$ cat src/rtl/mdio_pkg.sv
// Shared types and constants for the PHY management scheduler.
// FSM states, grant encoding, BMSR address and the read data returned on timeout.
package mdio_pkg;

    typedef enum logic [1:0] {
        ST_IDLE,
        ST_BUSY,
        ST_RESP
    } state_t;

    typedef enum logic {
        GNT_HOST,
        GNT_POLL
    } grant_t;

    typedef struct packed {
        logic        write;
        logic [4:0]  addr;
        logic [15:0] wdata;
    } mdio_req_t;

    localparam logic [4:0]  BMSR_ADDR     = 5'd1;
    localparam logic [15:0] TIMEOUT_RDATA = 16'hFFFF;

endpackage

$ cat src/rtl/mdio_poll_timer.sv
// Free-running poll period counter that raises poll_pending once per period.
// Disabling clears both counter and pending; the scheduler clears pending once the poll is served.
module mdio_poll_timer
    import mdio_pkg::*;
#(
    parameter int POLL_PERIOD = 12500000
) (
    input  logic clk,
    input  logic rst_n,
    input  logic poll_enable,
    input  logic poll_clr,
    output logic poll_pending
);

    localparam int CW = $clog2(POLL_PERIOD);

    logic [CW-1:0] cnt;
    logic          wrap;

    assign wrap = (cnt == CW'(POLL_PERIOD - 1));

    always_ff @(posedge clk or negedge rst_n) begin
        if (!rst_n) begin
            cnt          <= '0;
            poll_pending <= 1'b0;
        end else if (!poll_enable) begin
            cnt          <= '0;
            poll_pending <= 1'b0;
        end else begin
            cnt <= wrap ? '0 : cnt + 1'b1;
            // A fresh period wins over the clear of the poll just served.
            if (wrap)
                poll_pending <= 1'b1;
            else if (poll_clr)
                poll_pending <= 1'b0;
        end
    end

endmodule

$ cat src/rtl/mdio_sched.sv
// Shares one mdio_if engine between the host register path and a periodic BMSR poller.
// One transaction outstanding, round-robin on contention, per-transaction timeout.
module mdio_sched
    import mdio_pkg::*;
#(
    parameter int         POLL_PERIOD = 12500000,
    parameter logic [4:0] POLL_ADDR   = BMSR_ADDR,
    parameter int         LINK_BIT    = 2,
    parameter int         TIMEOUT     = 65535
) (
    input  logic        clk,
    input  logic        rst_n,
    input  logic        host_valid,
    input  logic        host_write,
    input  logic [4:0]  host_addr,
    input  logic [15:0] host_wdata,
    output logic        host_done,
    output logic [15:0] host_rdata,
    output logic        host_err,
    input  logic        poll_enable,
    output logic        m_valid,
    output logic        m_write,
    output logic [4:0]  m_addr,
    output logic [15:0] m_wdata,
    input  logic        m_done,
    input  logic [15:0] m_rdata,
    output logic        link_up,
    output logic [15:0] phy_status,
    output logic [7:0]  timeout_cnt
);

    localparam int TW = (TIMEOUT > 1) ? $clog2(TIMEOUT) : 1;

    state_t      state, state_nxt;
    grant_t      cur_gnt, last_gnt;
    mdio_req_t   req;
    logic [15:0] rdata_q;
    logic        err_q;
    logic [TW-1:0] tmo;
    logic        tmo_hit;
    logic        poll_pending, poll_clr;
    logic        host_req, gnt_host, gnt_poll;

    mdio_poll_timer #(
        .POLL_PERIOD (POLL_PERIOD)
    ) u_timer (
        .clk          (clk),
        .rst_n        (rst_n),
        .poll_enable  (poll_enable),
        .poll_clr     (poll_clr),
        .poll_pending (poll_pending)
    );

    // The host still holds host_valid in its host_done cycle; that is not a new request.
    assign host_req = host_valid & ~host_done;
    assign tmo_hit  = (tmo == TW'(TIMEOUT - 1));

    assign m_write = req.write;
    assign m_addr  = req.addr;
    assign m_wdata = req.wdata;

    always_ff @(posedge clk or negedge rst_n) begin
        if (!rst_n)
            state <= ST_IDLE;
        else
            state <= state_nxt;
    end

    always_comb begin
        state_nxt = state;
        gnt_host  = 1'b0;
        gnt_poll  = 1'b0;
        poll_clr  = 1'b0;
        case (state)
            ST_IDLE: begin
                if (host_req && poll_pending) begin
                    if (last_gnt == GNT_POLL) gnt_host = 1'b1;
                    else                      gnt_poll = 1'b1;
                end else if (host_req) begin
                    gnt_host = 1'b1;
                end else if (poll_pending) begin
                    gnt_poll = 1'b1;
                end
                if (gnt_host || gnt_poll)
                    state_nxt = ST_BUSY;
            end
            ST_BUSY: begin
                if (m_done || tmo_hit)
                    state_nxt = ST_RESP;
            end
            ST_RESP: begin
                state_nxt = ST_IDLE;
                poll_clr  = (cur_gnt == GNT_POLL);
            end
            default: state_nxt = ST_IDLE;
        endcase
    end

    always_ff @(posedge clk or negedge rst_n) begin
        if (!rst_n) begin
            req         <= '0;
            m_valid     <= 1'b0;
            cur_gnt     <= GNT_POLL;
            last_gnt    <= GNT_POLL;
            rdata_q     <= '0;
            err_q       <= 1'b0;
            tmo         <= '0;
            host_done   <= 1'b0;
            host_rdata  <= '0;
            host_err    <= 1'b0;
            link_up     <= 1'b0;
            phy_status  <= '0;
            timeout_cnt <= '0;
        end else begin
            host_done <= 1'b0;
            case (state)
                ST_IDLE: begin
                    tmo <= '0;
                    if (gnt_host) begin
                        req      <= '{write: host_write, addr: host_addr, wdata: host_wdata};
                        cur_gnt  <= GNT_HOST;
                        last_gnt <= GNT_HOST;
                        m_valid  <= 1'b1;
                    end else if (gnt_poll) begin
                        req      <= '{write: 1'b0, addr: POLL_ADDR, wdata: 16'h0000};
                        cur_gnt  <= GNT_POLL;
                        last_gnt <= GNT_POLL;
                        m_valid  <= 1'b1;
                    end
                end
                ST_BUSY: begin
                    if (m_done) begin
                        rdata_q <= m_rdata;
                        err_q   <= 1'b0;
                        m_valid <= 1'b0;
                    end else if (tmo_hit) begin
                        rdata_q <= TIMEOUT_RDATA;
                        err_q   <= 1'b1;
                        m_valid <= 1'b0;
                        if (timeout_cnt != 8'hFF)
                            timeout_cnt <= timeout_cnt + 1'b1;
                    end else begin
                        tmo <= tmo + 1'b1;
                    end
                end
                ST_RESP: begin
                    if (cur_gnt == GNT_HOST) begin
                        host_done  <= 1'b1;
                        host_rdata <= rdata_q;
                        host_err   <= err_q;
                    end else if (err_q) begin
                        link_up <= 1'b0;
                    end else begin
                        phy_status <= rdata_q;
                        link_up    <= rdata_q[LINK_BIT];
                    end
                end
                default: ;
            endcase
        end
    end

endmodule

$ cat config.mk
export PLATFORM = sky130hd
export DESIGN_NAME = mdio_sched
export DESIGN_NICKNAME = d
export VERILOG_FILES = /design/src/rtl/mdio_pkg.sv /design/src/rtl/mdio_poll_timer.sv /design/src/rtl/mdio_sched.sv
export SDC_FILE = /design/constraint.sdc
export NUM_CORES = 1
export LEC_CHECK = 0
export BUFFER_PORTS_ARGS = -buffer_cell sky130_fd_sc_hd__clkbuf_2
export CAP_MARGIN = 10
export CORE_MARGIN = 1
export CORE_UTILIZATION = 50
export CTS_CLUSTER_SIZE = 30
export DETAILED_ROUTE_END_ITERATION = 7
export HOLD_SLACK_MARGIN = 0.1
export PLACE_DENSITY = 0.76
export SYNTH_ARGS = -nofsm -noshare
export SYNTH_HDL_FRONTEND = slang
export SYNTH_SLANG_ARGS = --single-unit
export TNS_END_PERCENT = 5
$ cat constraint.sdc
create_clock -name clk -period 1.9 [get_ports clk]
set_input_delay 0 -clock clk [delete_from_list [all_inputs] [get_ports clk]]
set_output_delay 0 -clock clk [all_outputs]
set_load 0.02 [all_outputs]
=== Word level (Yosys, flattened, before mapping) ===
Cells that the tools add are included.
Widths: inputs -> output; s select.

* Input port bits: 43
* Flip-flop bits (word level): 127
* Output and inout bits: 66
* Logic and storage cells: 90

* Add/subtract/negate cells: 3
* Muxes and demuxes: 37
* Reduce and logical (&&, ||, !) cells: 16
* Eq/ne operators: 12
* Bitwise logic cells: 5

{| class="wikitable"
|+ Operators with widths
! operator !! count
|-
| $mux 16 || 4
|-
| $mux 24 || 2
|-
| $mux 22 || 2
|-
| $pmux 16 s2 || 1
|-
| $add 24x1->24 const B || 1
|-
| $eq 24x24->1 const B || 1
|-
| $mux 1 || 24
|-
| $add 16x1->16 const B || 1
|-
| $eq 16x16->1 const B || 1
|-
| $reduce_and 2->1 || 5
|-
| $reduce_and 3->1 || 3
|-
| $add 8x1->8 const B || 1
|-
| $ne 2x2->1 const B || 4
|-
| $ne 8x8->1 const B || 1
|-
| $ne 3x3->1 const B || 2
|-
| $reduce_bool 2->1 || 3
|-
| $mux 2 || 2
|-
| $not 1->1 || 4
|-
| $pmux 2 s2 || 1
|-
| $reduce_and 4->1 || 1
|-
| $ne 3x1->1 const B || 1
|-
| $eq 2x1->1 const B || 1
|-
| $eq 2x2->1 const B || 1
|-
| $logic_not 2->1 || 1
|-
| other kinds (4) || 5
|}

=== Longest topological paths before layout ===
Gate-level depths: netlist of the first run.

* Word-level depth: 9
* Mapped depth: 8
* Mapped depth without buffers: 7

=== By module ===
A second synthesis of the first run with hierarchy kept.

* Cell total of the unflattened synthesis: 452
* Area total of the unflattened synthesis: 5470.2 um2

{| class="wikitable"
|+ By module, submodules not included
! module !! times used !! cells an instance !! area each (um2) !! seq. area each (um2)
|-
| mdio_sched || 1 || 319 || 4196.5 || 2553.7
|-
| mdio_poll_timer || 1 || 133 || 1273.7 || 625.6
|}

=== Least setup slack after synthesis of the first run ===
No wires, ideal clock.

* Path kind: register -> register
* Start: register tmo[0]
* End: register timeout_cnt[1]
* Cell stages (with the launch flop): 7
* Period minus slack after synthesis: 2026 ps
* Slack: -126 ps
* Arrival: 1901 ps
* Library setup time: 125 ps
* Cell sequence: dfrtp_1 inv_1 ha_1 nand4_2 or4_4 nor3_1 mux2_2

* Longest elaborated chain between the ends: 2

{| class="wikitable"
|+ Ends and longest elaborated chain
! item !! line !! RTL
|-
| from (decl) || mdio_sched.sv:39 || <nowiki>logic [TW-1:0] tmo;</nowiki>
|-
| from (signal assigned) || mdio_sched.sv:143 || <nowiki>tmo <= tmo + 1'b1;</nowiki>
|-
| $eq 16x16->1 || mdio_sched.sv:56 || <nowiki>assign tmo_hit = (tmo == TW'(TIMEOUT - 1));</nowiki>
|-
| $reduce_and 4->1 (no source line) || - ||
|-
| to (signal assigned) || mdio_sched.sv:141 || <nowiki>timeout_cnt <= timeout_cnt + 1'b1;</nowiki>
|-
| to (decl) || mdio_sched.sv:29 || <nowiki>output logic [7:0] timeout_cnt</nowiki>
|}

No other way between the ends.
A chain may end at the register's enable or synchronous reset.

=== Worst setup path in the final report of the first run ===
Same ends and word-level chain as after synthesis.

==> results of run 1 <==
## metrics by stage
| stage | std cells | power, µW | hold WS [ns] | TNS [ns] |
|---|---|---|---|---|
| 2_1_floorplan | 513 | 6000 | -0.296 | -0.617 |
| 3_3_place_gp | 782 | 7120 | -0.155 | -0.0156 |
| 3_5_place_dp | 782 | 7290 | -0.156 | -0.700 |
| 4_1_cts | 855 | 10800 | 0.107 | -0.0418 |
| 5_1_grt | 858 | 11400 | 0.152 | -0.486 |
| 6_report | 858 | 10800 | 0.124 | -0.0415 |
## registers in the layout (all words and copies together) (netlist names)
signal	count
err_q	1
host_done	1
host_err	1
host_rdata	16
last_gnt	1
link_up	1
m_addr	5
m_valid	1
m_wdata	16
m_write	1
phy_status	16
rdata_q	16
state	2
timeout_cnt	8
tmo	16
u_timer.cnt	24
u_timer.poll_pending	1
## layout make-up
cell class	instances	area, µm²	share of cell area
multi-input cells	334	2390	0.304
inverters	27	101	0.0129
repair buffers	199	1390	0.176
clock inverters	11	155	0.0198
flip-flops and latches	127	3180	0.405
clock buffers	20	467	0.0594
well taps	140	175	0.0223
## worst min-delay path, stage by stage
cell and delay (ns):
dlygate4sd3_1 0.53, buf_4 0.15, buf_12 0.22
## worst max-delay path by stage
| stage | to | slack (ns) | cells past startpoint |
|---|---|---|---|
| 2_1_floorplan | u_timer.cnt[18] | -0.09 | 6 |
| 3_5_place_dp | m_valid | -0.12 | 9 |
| 5_1_grt | timeout_cnt[6] | -0.08 | 6 |
| 6_report | timeout_cnt[1] | -0.02 | 6 |
| 3_3_place_gp | m_valid | -0.02 | 9 |
| 4_1_cts | timeout_cnt[1] | -0.04 | 6 |
## report_power, final
part	leakage, µW	switching, µW	internal [µW]
combinational	0.00177	2050	1360
sequential	0.00159	501	3540
clock	0.000303	1220	2170
## per-layer routing
metal / up-vias / GRT usage / share of wire
met5: - / 0 / 0
met1: 2400 / 0.298 / 0.41
met3: 31 / 0.0603 / 0.045
met4: 0 / 0.121 / 0.021
met2: 149 / 0.450 / 0.52
li1: 2258 / - / -
## cells by family after synthesis
kind of cell               after synthesis  share of synthesized area
and+or+nand+nor                        181                      0.177
xor gates and xnor gates                20                     0.0309
DFF                                    127                      0.562
muxes                                   34                     0.0676
AOI/OAI and AO/OA                       95                      0.117
adders and majority gates                4                    0.00884
buffers and inverters                   52                     0.0371
## timing repair
action,CTS,global route
pin swaps,0,6
gates cloned,0,0
hold buffers,42,0
setup buffers,0,3
setup endpoints to repair,20,21
hold endpoints to repair,193,0
gates resized for setup,3,23
## placed cells by master (no fill, tap or decap), types with 8 or more instances in the layout
cell / synthesis / routed
a21oi_1: 34 / 32
nand3_1: 21 / 19
nand2_1: 40 / 39
a22o_1: 23 / 23
dfrtp_1: 126 / 124
nor4_1: 10 / 8
o211ai_1: 8 / 8
xnor2_1: 9 / 9
clkbuf_16: 0 / 17
nand4_1: 12 / 12
mux2_2: 34 / 33
clkbuf_2: 0 / 107
or4_1: 11 / 11
dlygate4sd3_1: 0 / 42
xor2_1: 11 / 11
buf_4: 0 / 45
nor3_1: 24 / 23
nor2_1: 23 / 22
inv_1: 27 / 27
==> results.yml, run 1 <==
run_status:
  status: "finished with violations"
  violations: "setup timing"
routing:
  wl_per_cell_um: 16.7
  drtIter0Drc: 252
  detail-route-antenna-nets: 0
  routed-via-count: 4838
  vias_per_cell: 5.64
  dr.pass1.iters: 5
  routed_wl_mm: 14.3
  drc: 0
floorplan:
  io_pins: 109
  std_cell_rows: 38
  die_width_um: 108
  core_region_area_um2: 10900
  die_h_um: 108
  die-area_um2: 11800
  start_util: 0.518
critical_path:
  cp_max_fo: 5
  endpoint_kind: "flip-flop"
  r2r_cells: 6
  path_buf_inv: 1
  cp_data_required_time_ns: 2.20
  cpLargestDelayFamily: "simple AND/OR/NAND/NOR gates"
  start_kind: "flip-flop"
  slowest_stage: "or4_4"
  critPathMaxStageDelay_ns: 0.61
  r2r_start: "tmo[0]"
  setup.worst_path.start: "tmo[0]"
  crit_chain: "inv_1, ha_2, nand4_4, or4_4, nor3_4, mux2_4"
  crit_type: "flip-flop to flip-flop"
  r2r_end: "timeout_cnt[1]"
  rrSetupSlack_ns: -0.02
  critPathArrivalTime_ns: 2.22
pwr:
  leakage_uw: 0.00366
  p_per_area_nw_per_um2: 1380
  irDropWorstVdd_mv: 1.31
timing:
  max_slew_margin: 0.482
  skew_ns: 0.00555
  period_share: 1.01
  finalCriticalPeriod_ns: 1.92
  hold_viol_final: 0
  slew_violations: 0
  setup_violations: 2
  rsz0062_at_grt: "true"
  worst_slack_ns: -0.0210
  worst_slew_pin_slew_ns: 0.774
  max_freq_ghz: 0.521
synth:
  synth_top_flop_cell: "dfrtp_1"
  syn_area_um2: 5660
  postSynth.asyncResetShare: 1.00
  syn_area_per_cell_um2: 11.0
  synthDistinctLibCells: 50
  synth_most_common_cell: "dfrtp_1"
  synth_top_area_frac: 0.557
  yosys.area.top_type: "dfrtp_1"
  syn-instance-count: 513
  ys_warn_count: 0
  ys_seq_area_frac: 0.562
  synth-edff-count: 0
  synth_common_cells: "126 x dfrtp_1, 40 x nand2_1, 34 x a21oi_1, 34 x mux2_2, 27 x inv_1"
  synth_nets: 560
  synth.area.top_cells: "dfrtp_1 56%, mux2_2 6.8%, a22o_1 3.6%, a21oi_1 3.0%, nand2_1 2.7%"
  ys_ff_latch: 127
clocking:
  cts_made_buffers: 17
  clock_path_buffers: 2
  cts.sinks: 127
  clk_latency_ns: 0.41
  htreeDepth: 4
  root_buffer: "clkbuf_16"
  clk_pin_slew_ns: 0.06
  cts_tree: "done"
final_layout:
  fill_cells: 754
  drive_gt1_frac: 0.352
  fin_area_um2: 7850
  final_nets: 753
  areaGrowthSynthToFinish_pct: 38.7
  final_util: 0.718
  diodes: 0
grt:
  grt_usage: 0.258
  first_global_vias: 4959
  grt_overflow: 0
  antenna_found_initial: 0
  grt_pass1_wl_mm: 23.3
  grt_max_degree: 81
placement:
  io_buffers: 108
  dp_slack_ns: -0.123
  finalWeightedCongestion: 0.896
  hpwlAfterDp_mm: 9.06
  placed_area_um2: 6680
flow_run:
  maxCapViolCount: 0
hold_path:
  hp-class: "input pin to asynchronous set/reset pin"
No activity file was read; power rests on OpenSTA's default activity.
==> run 2, diff against run 1 <==
--- a/config.mk
+++ b/config.mk
@@ -16,4 +16,3 @@
 export SYNTH_ARGS = -nofsm -noshare
 export SYNTH_HDL_FRONTEND = slang
 export SYNTH_SLANG_ARGS = --single-unit
-export TNS_END_PERCENT = 5
==> run 2 against run 1 <==
  * The run now ends clean
  * Die area stayed put
  * Via count is 3.8% higher
  * Sequential cell count stayed put
  * Global-route usage is 2.5 points higher
  * Highest routed layer unchanged
==> results.yml, run 2 (same netlist as run 1, synthesis figures left out) <==
clocking:
  root_buffer: "clkbuf_16"
  clock_path_buffers: 2
  cts_tree: "done"
  cts_made_buffers: 17
  htreeDepth: 4
  clk_latency_ns: 0.42
  clk_pin_slew_ns: 0.06
  cts.sinks: 127
critical_path:
  cp_max_fo: 5
  endpoint_kind: "flip-flop"
  cp_data_required_time_ns: 2.25
  critPathArrivalTime_ns: 2.19
  start_kind: "flip-flop"
  crit_type: "flip-flop to flip-flop"
final_layout:
  final_nets: 756
  fin_cells: 862
  top_register: "u_timer.cnt"
  diodes: 0
  fill_cells: 710
  areaGrowthSynthToFinish_pct: 39.2
  final_cell_mix: "124 x dfrtp_1, 107 x clkbuf_2, 49 x buf_4"
  drive_gt1_frac: 0.357
  largest_reg_flops: 24
  multi_input_area_um2: 2410
  final_common_cell: "dfrtp_1"
  ff_latch_area_um2: 3180
placement:
  io_buffers: 108
  hpwlAfterDp_mm: 9.46
  dpl.cell_count: 786
  finalWeightedCongestion: 0.873
grt:
  antenna_found_initial: 0
  grt_overflow: 0
  grt_max_degree: 44
  grt_pass1_wl_mm: 25.2
  grt_usage: 0.283
  first_global_vias: 5172
timing:
  setup_tns_ns: 0
  period_share: 0.972
  finalCriticalPeriod_ns: 1.85
  max_slew_margin: 0.527
  hold_viol_final: 0
  worst_slew_pin_slew_ns: 0.710
  max_freq_ghz: 0.542
  slew_violations: 0
  setup_violations: 0
  rsz0062_at_grt: "true"
  skew_ns: 0.00821
routing:
  wl_per_cell_um: 18.1
  dr.pass1.iters: 5
  drc: 0
  drtIter0Drc: 319
  routed-via-count: 5022
  routed_wl_mm: 15.6
  vias_per_cell: 5.83
  detail-route-antenna-nets: 0
pwr:
  irDropWorstVdd_mv: 1.08
  p_per_area_nw_per_um2: 1380
  leakage_uw: 0.00367
  total_power_uw: 10900
floorplan:
  std_cell_rows: 38
  die-area_um2: 11800
  start_util: 0.518
  die_width_um: 108
  core_region_area_um2: 10900
  die_h_um: 108
  io_pins: 109
flow_run:
  maxCapViolCount: 0
hold_path:
  hp-class: "input pin to asynchronous set/reset pin"
run_status:
  status: "finished, final reports clean"
==> run 2: worst paths after layout <==
kind                                start             end  slack, ns  depth (start not counted)
max                                tmo[1]         tmo[14]       0.05                          6
max in group asynchronous           rst_n        last_gnt       1.03                          3
min in group clk               host_valid        last_gnt       0.20                          5
min                                 rst_n  timeout_cnt[5]       0.13                          2
min reg2reg                timeout_cnt[6]  timeout_cnt[6]       0.50                          1
max reg2reg                        tmo[1]         tmo[14]       0.05                          6
==> run 2: metal layers <==
layer	share of wire	global-route usage
met5	0	0
met4	0.019	0.117
met3	0.050	0.0705
met2	0.53	0.483
met1	0.40	0.341
==> run 2: area by class of cell <==
cell class,count,area share
Sequential cell,127,0.404
Multi-Input combinational cell,334,0.306
Timing Repair Buffer,202,0.178
Clock buffer,20,0.0567
Tap cell,140,0.0222
Clock inverter,12,0.0202
Inverter,27,0.0129
==> run 2: timing repair <==
action	in CTS	in global routing
gates resized for setup	2	20
setup endpoints to repair	3	48
pin swaps	0	1
setup buffers	0	3
hold buffers	41	0
hold endpoints to repair	159	0
==> run 2: worst max-delay path, stage by stage (launching register included) <==
cell	delay [ns]
dfrtp_1	0.35
buf_4	0.13
ha_1	0.22
nand3b_1	0.13
or4_4	0.45
or4_1	0.40
nand3_1	0.09
==> run 2: power by group <==
group,internal [µW],switching (µW)
registers,3540,554
logic,1370,2070
clock network,2110,1220
total,7010,3850
==> run 2: through the flow <==
step | hold WS (ns) | area [µm²] | setup slack (ns) | utilization
2_1_floorplan | -0.296 | 5680 | -0.00444 | -
3_3_place_gp | 0.0412 | 6730 | 0.0583 | 0.616
3_5_place_dp | 0.0469 | 6730 | -0.00351 | 0.616
4_1_cts | 0.159 | 7750 | 0.00589 | 0.709
5_1_grt | 0.173 | 7880 | -0.0563 | 0.720
6_report | 0.129 | 7880 | 0.0533 | 0.720
==> run 3, diff against run 2 <==
--- a/config.mk
+++ b/config.mk
@@ -8,11 +8,14 @@
 export BUFFER_PORTS_ARGS = -buffer_cell sky130_fd_sc_hd__clkbuf_2
 export CAP_MARGIN = 10
 export CORE_MARGIN = 1
-export CORE_UTILIZATION = 50
+export CORE_UTILIZATION = 49
+export CTS_CLUSTER_DIAMETER = 80
 export CTS_CLUSTER_SIZE = 30
 export DETAILED_ROUTE_END_ITERATION = 7
 export HOLD_SLACK_MARGIN = 0.1
-export PLACE_DENSITY = 0.76
+export PLACE_DENSITY = 0.75
+export SLEW_MARGIN = 20
 export SYNTH_ARGS = -nofsm -noshare
 export SYNTH_HDL_FRONTEND = slang
+export SYNTH_HIERARCHICAL = 1
 export SYNTH_SLANG_ARGS = --single-unit
==> run 3 against run 2 <==
  * Highest routed layer unchanged
  * Clock skew is 0.0021 ns lower
  * Sequential share of layout area is 1.1 points higher
  * Fmax fell by 3.9%
  * Sequential power hardly changed
  * Area after synthesis shrank 3.4%
  * Count of clock-buffer cells in the layout is 1 higher
  * Utilization down 1.3 points
  * Non-clock buffer count increased by 3
  * Global-route usage down 2.7 points
  * The flow now finishes with violations (setup timing)
  * Sequential cell count did not move
  * Synthesized cell count down 12%
==> results.yml, run 3 <==
run_status:
  status: "finished with violations"
  violations: "setup timing"
critical_path:
  cp_data_required_time_ns: 2.35
  endpoint_kind: "flip-flop"
  r2r_end: "u_timer/cnt[20]"
  setup.worst_path.start: "u_timer/cnt[7]"
  r2r_cells: 5
  rrSetupSlack_ns: -0.02
  cp_max_fo: 6
  crit_type: "flip-flop to flip-flop"
  critPathArrivalTime_ns: 2.37
  start_kind: "flip-flop"
  r2r_start: "u_timer/cnt[7]"
placement:
  finalWeightedCongestion: 0.828
  hpwlAfterDp_mm: 8.70
  io_buffers: 108
  placed_area_um2: 6530
synth:
  syn_area_per_cell_um2: 12.1
  synthDistinctLibCells: 57
  synth_common_cells: "126 x dfrtp_1, 34 x mux2_2, 29 x nand2_1"
  synth_nets: 499
  ys_ff_latch: 127
  syn_area_um2: 5470
  synth_top_area_frac: 0.576
  synth.area.top_cells: "dfrtp_1 58%, mux2_2 7.0%, a22o_1 3.8%, xnor2_1 3.0%, o22a_1 2.6%"
  synth_most_common_cell: "dfrtp_1"
  yosys.area.top_type: "dfrtp_1"
  synth_xor_area_frac: 0.0368
  synth_top_flop_cell: "dfrtp_1"
  yosys.area_share.simple: 0.146
  synth-edff-count: 0
  synth_top_family_by_area: "simple AND/OR/NAND/NOR gates"
  synth_compound_area_frac: 0.122
  synthAdderAreaFrac: 0.00915
  ys_seq_area_frac: 0.581
  synth_mux_area_frac: 0.0720
  syn-instance-count: 452
  postSynth.asyncResetShare: 1.00
  ys_warn_count: 6
pwr:
  seqPwrFrac: 0.383
  irDropWorstVdd_mv: 1.02
  total_power_uw: 10700
  p_per_area_nw_per_um2: 1390
  internal_power_uw: 7070
  leakage_uw: 0.00348
  pwr-share-comb: 0.317
  clkPwrFrac: 0.300
  p_sw_frac: 0.340
  netSwitchingPower_uw: 3630
grt:
  grt_usage: 0.255
  grt_max_degree: 47
  grt_pass1_wl_mm: 22.5
  grt_overflow: 0
  first_global_vias: 4622
  antenna_found_initial: 0
floorplan:
  io_pins: 109
  start_util: 0.505
  die_width_um: 108
  core_region_area_um2: 10800
  std_cell_rows: 38
  die_h_um: 108
  die-area_um2: 11600
routing:
  drtIter0Drc: 210
  dr.pass1.iters: 5
  routed-via-count: 4468
  drc: 0
  wl_per_cell_um: 17.2
  routed_wl_mm: 13.9
  detail-route-antenna-nets: 0
  vias_per_cell: 5.55
timing:
  finalCriticalPeriod_ns: 1.92
  rsz0062_at_grt: "true"
  period_share: 1.01
  hold_viol_final: 0
  worst_slew_pin_slew_ns: 0.684
  max_slew_margin: 0.542
  skew_ns: 0.00616
  max_freq_ghz: 0.521
  worst_slack_ns: -0.0209
  slew_violations: 0
  setup_violations: 2
flow_run:
  maxCapViolCount: 0
clocking:
  cts.sinks: 127
  cts_tree: "done"
  root_buffer: "clkbuf_8"
  htreeDepth: 4
  clk_latency_ns: 0.53
  clock_path_buffers: 2
  clk_pin_slew_ns: 0.06
  cts_made_buffers: 17
hold_path:
  hp-class: "input pin to flip-flop"
  whs_path_depth: 6
  hold_start: "host_valid"
  holdPathEnd: "last_gnt"
final_layout:
  fill_cells: 731
  final_common_cell: "dfrtp_1"
  areaGrowthSynthToFinish_pct: 40.3
  final_nets: 700
  drive_gt1_frac: 0.403
  top_register: "u_timer/cnt"
  final_cell_mix: "122 x dfrtp_1, 107 x clkbuf_2, 49 x buf_4"
  largest_reg_flops: 24
  diodes: 0
  fin_area_um2: 7670
[run 3: changes by cell type after synthesis, sizes merged, moves of 6 or more]
| cell | delta |
|---|---|
| a21oi | -13 |
| clkbuf | -6 |
| inv | -13 |
| nand2 | -11 |
| nand4 | -7 |
| nor3 | -21 |
| nor4 | -7 |
| o22a | +16 |
| o311ai | -6 |
| xnor2 | +10 |
| xor2 | -7 |
[run 3: final cells by class]
| type | instances | area [µm²] | share of cell area |
|---|---|---|---|
| flip-flops and latches | 127 | 3180 | 0.415 |
| multi-input cells | 288 | 2250 | 0.293 |
| repair buffers | 205 | 1430 | 0.186 |
| clock buffers | 21 | 449 | 0.0585 |
| well taps | 140 | 175 | 0.0228 |
| clock inverters | 10 | 138 | 0.0179 |
| inverters | 14 | 52.6 | 0.00685 |
[run 3: cells by family (layout without fill, tap and decap cells)]
group | count (synthesis) | in the layout
and+or+nand+nor | 135 | 135
DFF | 127 | 127
AOI/OAI and AO/OA | 91 | 91
buffers and inverters | 37 | 250
muxes | 35 | 35
xor gates and xnor gates | 23 | 23
adders and majority gates | 4 | 4
[run 3: stage by stage]
step	setup TNS, ns	std cells	setup slack (ns)	util	hold slack [ns]
after global placement	-0.0213	727	-0.0171	0.602	0.0456
after detailed placement	-0.235	727	-0.0587	0.602	0.0591
final	-0.0242	805	-0.0209	0.708	0.198
after floorplan	-0.0841	452	-0.0841	-	-0.296
after CTS	0	802	0.00294	0.698	0.169
after global routing	-0.364	805	-0.0677	0.708	0.213
[run 3: worst max-delay path by stage]
stage                     cells after the start  slack, ns         endpoint
after floorplan                               6      -0.08  u_timer/cnt[22]
after global placement                        6      -0.02  u_timer/cnt[16]
after detailed placement                      5      -0.06  u_timer/cnt[22]
after CTS                                     6      0.003  u_timer/cnt[16]
after global routing                          5      -0.07  u_timer/cnt[20]
final                                         5      -0.02  u_timer/cnt[20]
[run 3: what timing repair did]
item / in CTS / in global routing
endpoints found under the setup margin: 12 / 16
hold buffers: 42 / 0
buffers inserted: 2 / 3
pin swaps: 1 / 9
resized for setup: 4 / 22
hold endpoints to repair: 195 / 0
[run 3: critical path, stage by stage, from the launching register on]
cell and delay [ns]:
dfrtp_1 0.38, nand3_2 0.11, buf_6 0.13, or4_4 0.58, or4_1 0.49, a21oi_1 0.16
[run 3: power by group through the flow]
stage	registers [µW]	logic [µW]	clock network [µW]
2_1_floorplan	4750	1270	0
3_3_place_gp	4040	3170	0
3_5_place_dp	4110	3250	0
4_1_cts	4080	3360	3250
5_1_grt	4190	3630	3360
6_report	4100	3390	3210
[run 3: metal layers]
layer	track usage	vias up	part of all wire	wire length, µm
li1	-	2053	-	-
met1	0.303	2246	0.39	5440
met2	0.441	145	0.54	7420
met3	0.0690	24	0.055	759
met4	0.0978	0	0.018	246
met5	0	-	0	0
